`src/rtl/class_assoc_search.sv`:
```
// Purpose : buffers one query hypervector and scores every class from class_hvec_gen by XNOR-popcount agreement.
// Latency : result_valid rises NUM_CLASSES*NUM_FRAMES+3 edges after the edge accepting the final query chunk.
// Backpressure: query_ready only in LOAD; result held in DONE until result_ready, no new query meanwhile.
//
// Ports:
//   clk, rst                                   clock, synchronous active-high reset
//   query_valid/query_ready/query_chunk        query chunk input, frame 0 first
//   frame_id/frame_index                       class/frame address to class_hvec_gen
//   class_vec_in                               combinational class word returned for that address
//   result_valid/result_ready                  result handshake
//   result_class/result_score                  winning class and its agreement count
//   busy                                       high while sweeping or draining
module class_assoc_search #(
   parameter int DI_PARALLEL_W_BITS = 64,
   parameter int NUM_CLASSES        = 8,
   parameter int NUM_FRAMES         = 3,
   parameter int CLASS_W            = 3,
   parameter int FRAME_W            = 2,
   parameter int SCORE_W            = 8
) (
   input  logic                          clk,
   input  logic                          rst,
   input  logic                          query_valid,
   output logic                          query_ready,
   input  logic [DI_PARALLEL_W_BITS-1:0] query_chunk,
   output logic [CLASS_W-1:0]            frame_id,
   output logic [FRAME_W-1:0]            frame_index,
   input  logic [DI_PARALLEL_W_BITS-1:0] class_vec_in,
   output logic                          result_valid,
   input  logic                          result_ready,
   output logic [CLASS_W-1:0]            result_class,
   output logic [SCORE_W-1:0]            result_score,
   output logic                          busy
);

   localparam int PC_W = $clog2(DI_PARALLEL_W_BITS + 1);

   typedef enum logic [1:0] {
      S_LOAD   = 2'd0,
      S_SEARCH = 2'd1,
      S_DRAIN  = 2'd2,
      S_DONE   = 2'd3
   } state_t;

   state_t                        r_state;
   state_t                        w_next_state;

   logic [FRAME_W-1:0]            r_load_cnt;
   logic [DI_PARALLEL_W_BITS-1:0] r_qbuf [NUM_FRAMES];

   logic [CLASS_W-1:0]            r_cls;
   logic [FRAME_W-1:0]            r_frm;

   logic [PC_W-1:0]               r_pc_q;
   logic                          r_pc_vld;
   logic                          r_pc_last;
   logic [CLASS_W-1:0]            r_pc_cls;

   logic [SCORE_W-1:0]            r_acc;
   logic [SCORE_W-1:0]            r_best_score;
   logic [CLASS_W-1:0]            r_best_class;

   logic [1:0]                    r_drain_cnt;
   logic [CLASS_W-1:0]            r_result_class;
   logic [SCORE_W-1:0]            r_result_score;

   logic                          w_accept;
   logic                          w_last_load;
   logic                          w_last_frm;
   logic                          w_last_cls;
   logic                          w_drain_done;
   logic [PC_W-1:0]               w_pc;
   logic [SCORE_W-1:0]            w_sum;

   function automatic logic [PC_W-1:0] popcnt(input logic [DI_PARALLEL_W_BITS-1:0] v);
      logic [PC_W-1:0] n;
      n = '0;
      for (int i = 0; i < DI_PARALLEL_W_BITS; i++) begin
         n = n + PC_W'(v[i]);
      end
      return n;
   endfunction

   assign w_accept     = query_valid && (r_state == S_LOAD);
   assign w_last_load  = w_accept && (r_load_cnt == FRAME_W'(NUM_FRAMES - 1));
   assign w_last_frm   = (r_frm == FRAME_W'(NUM_FRAMES - 1));
   assign w_last_cls   = (r_cls == CLASS_W'(NUM_CLASSES - 1));
   // Three drain cycles: flush pc_q, settle the accumulate stage, latch the result.
   assign w_drain_done = (r_drain_cnt == 2'd2);
   assign w_pc         = popcnt(~(r_qbuf[r_frm] ^ class_vec_in));
   assign w_sum        = r_acc + SCORE_W'(r_pc_q);

   assign query_ready  = (r_state == S_LOAD);
   assign result_valid = (r_state == S_DONE);
   assign busy         = (r_state == S_SEARCH) || (r_state == S_DRAIN);
   // Counters are parked at zero outside the sweep, so the addresses read 0 there.
   assign frame_id     = r_cls;
   assign frame_index  = r_frm;
   assign result_class = r_result_class;
   assign result_score = r_result_score;

   always_ff @(posedge clk) begin
      if (rst) begin
         r_state <= S_LOAD;
      end else begin
         r_state <= w_next_state;
      end
   end

   always_comb begin
      w_next_state = r_state;
      case (r_state)
         S_LOAD:   if (w_last_load)               w_next_state = S_SEARCH;
         S_SEARCH: if (w_last_frm && w_last_cls)  w_next_state = S_DRAIN;
         S_DRAIN:  if (w_drain_done)              w_next_state = S_DONE;
         S_DONE:   if (result_ready)              w_next_state = S_LOAD;
         default:                                 w_next_state = S_LOAD;
      endcase
   end

   // Query storage is pure data; it is always fully rewritten before a sweep.
   always_ff @(posedge clk) begin
      if (w_accept) begin
         r_qbuf[r_load_cnt] <= query_chunk;
      end
   end

   always_ff @(posedge clk) begin
      if (rst) begin
         r_load_cnt     <= '0;
         r_cls          <= '0;
         r_frm          <= '0;
         r_pc_q         <= '0;
         r_pc_vld       <= 1'b0;
         r_pc_last      <= 1'b0;
         r_pc_cls       <= '0;
         r_acc          <= '0;
         r_best_score   <= '0;
         r_best_class   <= '0;
         r_drain_cnt    <= '0;
         r_result_class <= '0;
         r_result_score <= '0;
      end else begin
         // Load counter
         if (w_accept) begin
            r_load_cnt <= w_last_load ? '0 : r_load_cnt + 1'b1;
         end else if ((r_state == S_DONE) && result_ready) begin
            r_load_cnt <= '0;
         end

         // Address sweep: frame is the fast index, class the slow one.
         if (r_state == S_SEARCH) begin
            if (w_last_frm) begin
               r_frm <= '0;
               r_cls <= w_last_cls ? '0 : r_cls + 1'b1;
            end else begin
               r_frm <= r_frm + 1'b1;
            end
         end

         // Popcount stage, tagged with its frame position and class.
         r_pc_vld  <= (r_state == S_SEARCH);
         r_pc_q    <= w_pc;
         r_pc_last <= w_last_frm;
         r_pc_cls  <= r_cls;

         // Accumulate stage
         if (w_last_load) begin
            r_acc        <= '0;
            r_best_score <= '0;
            r_best_class <= '0;
         end else if (r_pc_vld) begin
            if (!r_pc_last) begin
               r_acc <= w_sum;
            end else begin
               r_acc <= '0;
               // Strictly greater: ties keep the earlier (lower) class.
               if (w_sum > r_best_score) begin
                  r_best_score <= w_sum;
                  r_best_class <= r_pc_cls;
               end
            end
         end

         if (r_state == S_DRAIN) begin
            r_drain_cnt <= r_drain_cnt + 1'b1;
         end else begin
            r_drain_cnt <= '0;
         end

         if ((r_state == S_DRAIN) && w_drain_done) begin
            r_result_class <= r_best_class;
            r_result_score <= r_best_score;
         end
      end
   end

endmodule

```
`config.mk`:
```
export PLATFORM = sky130hd
export DESIGN_NAME = class_assoc_search
export DESIGN_NICKNAME = d
export VERILOG_FILES = /design/src/rtl/class_assoc_search.sv
export SDC_FILE = /design/constraint.sdc
export NUM_CORES = 1
export LEC_CHECK = 0
export CAP_MARGIN = 30
export CORE_UTILIZATION = 44
export CTS_CLUSTER_DIAMETER = 150
export CTS_CLUSTER_SIZE = 14
export DETAILED_ROUTE_END_ITERATION = 16
export GPL_TIMING_DRIVEN = 0
export HOLD_SLACK_MARGIN = 0.1
export PLACE_DENSITY = 0.69
export SETUP_SLACK_MARGIN = 0.4
export SLEW_MARGIN = 20
export SYNTH_ARGS = -nofsm -noshare
export SYNTH_HDL_FRONTEND = slang
export SYNTH_SLANG_ARGS = --single-unit
```
`constraint.sdc`:
```
create_clock -name clk -period 10.2 [get_ports clk]
set_input_delay 3.06 -clock clk [delete_from_list [all_inputs] [get_ports clk]]
set_output_delay 3.06 -clock clk [all_outputs]
set_load 0.1 [all_outputs]
```
* Yosys cells after proc, flatten, opt, wreduce, memory -nomap -nowiden *
Memories as Yosys holds them, arrays and structs flattened. A register that Yosys moved wholly into a read port is not among the register bits.
Cells that the tools add are included.

operators by class
  add/sub/neg operators = 68
  order comparisons = 1
  eq/ne operators = 11
  mux-type cells = 15
  bitwise gates (word level) = 3
  reduce and logical (&&, ||, !) cells = 13

operators by type and width
  kind                                                                      count
  7-bit by 1-bit adder with 7-bit output                                    57
  64-bit NOT                                                                1
  64-bit bitwise XOR                                                        1
  2-bit 2-to-1 mux                                                          10
  2-bit == test (second input constant)                                     5
  8-bit by 7-bit adder with 8-bit output                                    1
  8-bit greater-than comparator                                             1
  8-bit 2-to-1 mux                                                          1
  2-bit case mux with 4 select lines                                        1
  6-bit by 1-bit adder with 7-bit output                                    1
  2-bit by 1-bit adder with 2-bit output (second input constant)            3
  5-bit by 1-bit adder with 6-bit output                                    1
  4-bit by 1-bit adder with 5-bit output                                    1
  1-bit logical AND                                                         5
  3-bit by 1-bit adder with 4-bit output                                    1
  2-bit by 1-bit inequality test with 1-bit output (second input constant)  2
  2-bit inequality test (second input constant)                             2
  4-bit AND reduction                                                       1
  2-bit OR reduction                                                        2
  2-bit by 1-bit adder with 3-bit output                                    1
  3-bit by 1-bit adder with 3-bit output (second input constant)            1
  3-bit == test (second input constant)                                     1
  3-bit 2-to-1 mux                                                          1
  3-bit AND reduction                                                       1
  8 further kinds                                                           9

storage, ports and cells
  bits in registers = 53
  memory bits (writable) = 192
  input port bits = 132
  output and inout bits = 19
  word-level logic and storage cells = 126
  memories kept = 1

memories
  name    words  bits a word  read ports  clocked after memory_dff  wr ports  RTL line  source
  r_qbuf  3      64           1           1                         1         49        logic [DI_PARALLEL_W_BITS-1:0] r_qbuf [NUM_FRAMES];

* Logic depth before layout (Yosys ltp) *
  depth after elaboration = 65
  mapped depth = 27
  mapped depth without buffers = 24

* Least setup slack after synthesis *
No wires, ideal clock.

  path kind = in2reg
  start point = input port query_valid
  end point = register r_best_score[3]
  arrival time = 8.812 ns
  data required time = 10.086 ns
  setup slack = 1.273 ns
  stages on the path = 6
  buffers on the path = 2
  path through = nand2_1 > nor3b_1 > or2_2 > buf_4 > buf_4 > nor2_1

on the way
  longest elaborated chain between the ends = 3

RTL lines
  item                          RTL line  source
  from (decl)                   23        input logic query_valid,
  1-bit logical AND             84        assign w_accept = query_valid && (r_state == S_LOAD);
  1-bit logical AND             85        assign w_last_load = w_accept && (r_load_cnt == FRAME_W'(NUM_FRAMES - 1));
  2-bit OR reduction (no line)  --
  to (signal assigned)          179       r_best_score <= w_sum;
  to (decl)                     60        logic [SCORE_W-1:0] r_best_score;

Every way passes these cells.
A chain may end at the register's enable or synchronous reset.

* Final worst setup path *
  start point = input port class_vec_in[53]
  end point = register r_pc_q[6]

on the way
  longest elaborated chain between the ends = 13

RTL lines
  item                                                  RTL line  source
  from (decl)                                           28        input logic [DI_PARALLEL_W_BITS-1:0] class_vec_in,
  64-bit bitwise XOR                                    90        assign w_pc = popcnt(~(r_qbuf[r_frm] ^ class_vec_in));
  64-bit NOT                                            90
  7-bit by 1-bit adder with 7-bit output (11 in a row)  79        n = n + PC_W'(v[i]);
  to (signal assigned)                                  163       r_pc_q <= w_pc;
  to (decl)                                             54        logic [PC_W-1:0] r_pc_q;

Every way passes these cells.

==> flow_summary.json <==
{
  "syn_avg_cell_area_sq_um": 13.1,
  "mostFrequentLayoutCells": "edfxtp_1, clkdlybuf4s50_1, nand2_1",
  "n_antenna_cell": 0,
  "cp.arrival_ns": 9.44,
  "grt_pass1_wl_um": 37700,
  "ys_seq_elements": 247,
  "wire_per_inst_um": 17.0,
  "cts_setup_buffers": 0,
  "cts_buffer_depth": 3,
  "ys_seq_area_frac": 0.588,
  "yosys.area_share.simple": 0.0633,
  "crit_path_top_delay_cell": "fa_1",
  "final_area_sq_mm": 0.0144,
  "via_per_inst": 4.87,
  "core-area_sq_mm": 0.0261,
  "cts_tree": "yes",
  "antenna_left": 0,
  "clock_skew_ns": 0.0164,
  "slew_violations": 0,
  "final.fill_count": 2187,
  "synth_top_cell_by_area": "edfxtp_1",
  "period_share": 0.882,
  "syn2layout_area_growth_pct": 23.0,
  "place.gp.congestion": 0.862,
  "worstSetupEndpointType": "flip-flop",
  "cpPeakStageDelay_ns": 0.59,
  "cts_hold_buffers": 0,
  "hpwl_um": 18600,
  "grt_pass1_vias": 7110,
  "grt-ovfl-total": 0,
  "synthFlopType": "edfxtp_1",
  "cts_buffers": 21,
  "drt_iter0_drc": 382,
  "seq_area_sq_mm": 0.00687,
  "hp-class": "flip-flop to flip-flop",
  "cts_resized": 0,
  "die_area_sq_mm": 0.0272,
  "hold_ws_ns": 0.410,
  "crit_family": "adder cells",
  "tightest_slew_ns": 0.979,
  "ys_top_cells_by_area": "edfxtp_1, dfxtp_1, fa_1, mux2i_1, ha_1",
  "synth_top_family_by_area": "adder cells",
  "drive_above_1_share": 0.0632,
  "row_count": 59,
  "syn_area_sq_mm": 0.0117,
  "final_net_count": 1310,
  "pre_cts_slack_ns": 0.604,
  "grt_usage": 0.185,
  "port_buffers": 149,
  "antenna_found_initial": 5,
  "synthArstFlopShare": 0,
  "synth_fa_ha_area_frac": 0.134,
  "rsz0062_at_grt": "false",
  "max_freq_mhz": 111,
  "path_cells": "clkdlybuf4s50_1 -> xor2_1 -> fa_1 -> fa_1 -> inv_1 -> fa_1 -> inv_1 -> fa_1 -> fa_1 -> fa_1 -> fa_1 -> fa_1 -> inv_1 -> ha_1 -> inv_1 -> fa_1 -> nor2b_1 -> o21a_1 -> o21ai_0 -> a21oi_1 -> nor2_1 -> nor2_1",
  "setup_viol": 0,
  "cts_num_sinks": 247,
  "slew_headroom": 0.345,
  "synth_nets": 1113,
  "grt_max_degree": 16,
  "fp.dieH_um": 165,
  "ys_types": 38,
  "hold_violations": 0,
  "path_buf_inv": 5,
  "path_common_cell": "fa_1",
  "cp_max_fo": 2,
  "fin_crit_ns": 9.00,
  "start_util": 0.448,
  "worst_setup_path_start_kind": "input pin",
  "synth_xor_xnor_area_share": 0.0540,
  "htree_levels": 1,
  "multiInputGateArea_sq_mm": 0.00438,
  "drv_cap": 0,
  "setup_ws_ns": 1.20,
  "yosys_warnings": 0,
  "clk_pin_slew_ns": 0.07,
  "layout_commonest_cell": "edfxtp_1",
  "clock-root-buffer": "clkbuf_16",
  "synth_edf_count": 192,
  "synth_mux_area_frac": 0.0651,
  "status": "complete, no violations",
  "io_pins": 151,
  "netlist_instances": 889,
  "vias": 6946,
  "required_ns": 10.64,
  "path_class": "input pin to flip-flop",
  "die_w_um": 165,
  "synth_top_cell_area_share": 0.493,
  "synth_compound_area_frac": 0.0572,
  "drt-total-wl_um": 24300,
  "clock_latency_ns": 0.52,
  "dr.pass1.iters": 4,
  "drc": 0,
  "placed_area_sq_mm": 0.0138
}
[area by class of cell]
type,instances,share of cell area
Tap cell,335,0.0292
Clock buffer,27,0.0381
Buffer,31,0.0113
Clock inverter,2,0.00113
Multi-Input combinational cell,533,0.305
Timing Repair Buffer,174,0.118
Inverter,78,0.0204
Sequential cell,247,0.478
[Yosys cell counts (2+ instances only)]
master and instances:
clkbuf_1 16, a21o_1 2, mux2i_1 76, nand2_1 95, nand2b_1 5, buf_4 9, xnor2_1 27, o21a_1 2
nand3_1 2, dfxtp_1 55, xor2_1 45, o21bai_1 3, inv_1 78, o211ai_1 3, nand3b_1 3, edfxtp_1 192
ha_1 37, nor2_1 32, fa_1 55, a211oi_1 3, nand4_1 2, nor3b_1 3, a21oi_1 38, nor3_1 9
buf_2 4, nor2b_1 14, o21ai_0 68
[flip-flops by register name, indices dropped and copies added, names as in the netlist, 3 cells and up, named ones only]
| signal | cells |
|---|---|
| result_class | 3 |
| r_best_score | 8 |
| result_score | 8 |
| r_acc | 8 |
| r_qbuf | 192 |
| r_best_class | 3 |
| frame_id | 3 |
| r_pc_q | 7 |
| r_pc_cls | 3 |
[path summary, 6_finish.rpt]
| check | cells past startpoint | from | slack [ns] | to |
|---|---|---|---|---|
| hold / removal | 1 | r_drain_cnt[0] | 0.41 | r_drain_cnt[0] |
| hold reg to reg | 1 | r_drain_cnt[0] | 0.41 | r_drain_cnt[0] |
| setup / recovery | 22 | class_vec_in[53] | 1.20 | r_pc_q[6] |
| setup reg to reg | 25 | flip-flop | 2.93 | r_pc_q[6] |
[metal layers]
metal  routed length, um  vias up  global-route usage  part of all wire
li1                    -     3442                   -                 -
met1                9880     3321               0.220              0.41
met2               12500      141               0.336              0.52
met3                1200       40              0.0387             0.050
met4                 622        2              0.0525             0.026
met5                  13        -                   0           0.00054
[logic make-up (layout without fill, tap and decap cells)]
kind of cell    Yosys count  count (layout)
simple gates            169             169
flops                   247             247
compound gates          124             124
fa+ha+maj                92              92
buf+inv                 109             312
xor+xnor                 72              72
mux                      76              76
[through the flow]
step | std cells | util | setup TNS [ns]
6_report | 1427 | 0.552 | 0
5_1_grt | 1427 | 0.552 | 0
4_1_cts | 1427 | 0.552 | 0
3_5_place_dp | 1398 | 0.530 | 0
3_3_place_gp | 1373 | 0.522 | -459.97
2_1_floorplan | 889 | - | 0
Power is not shown: default switching activity piles up to over one toggle a cycle in this logic, so the estimate is an artifact.
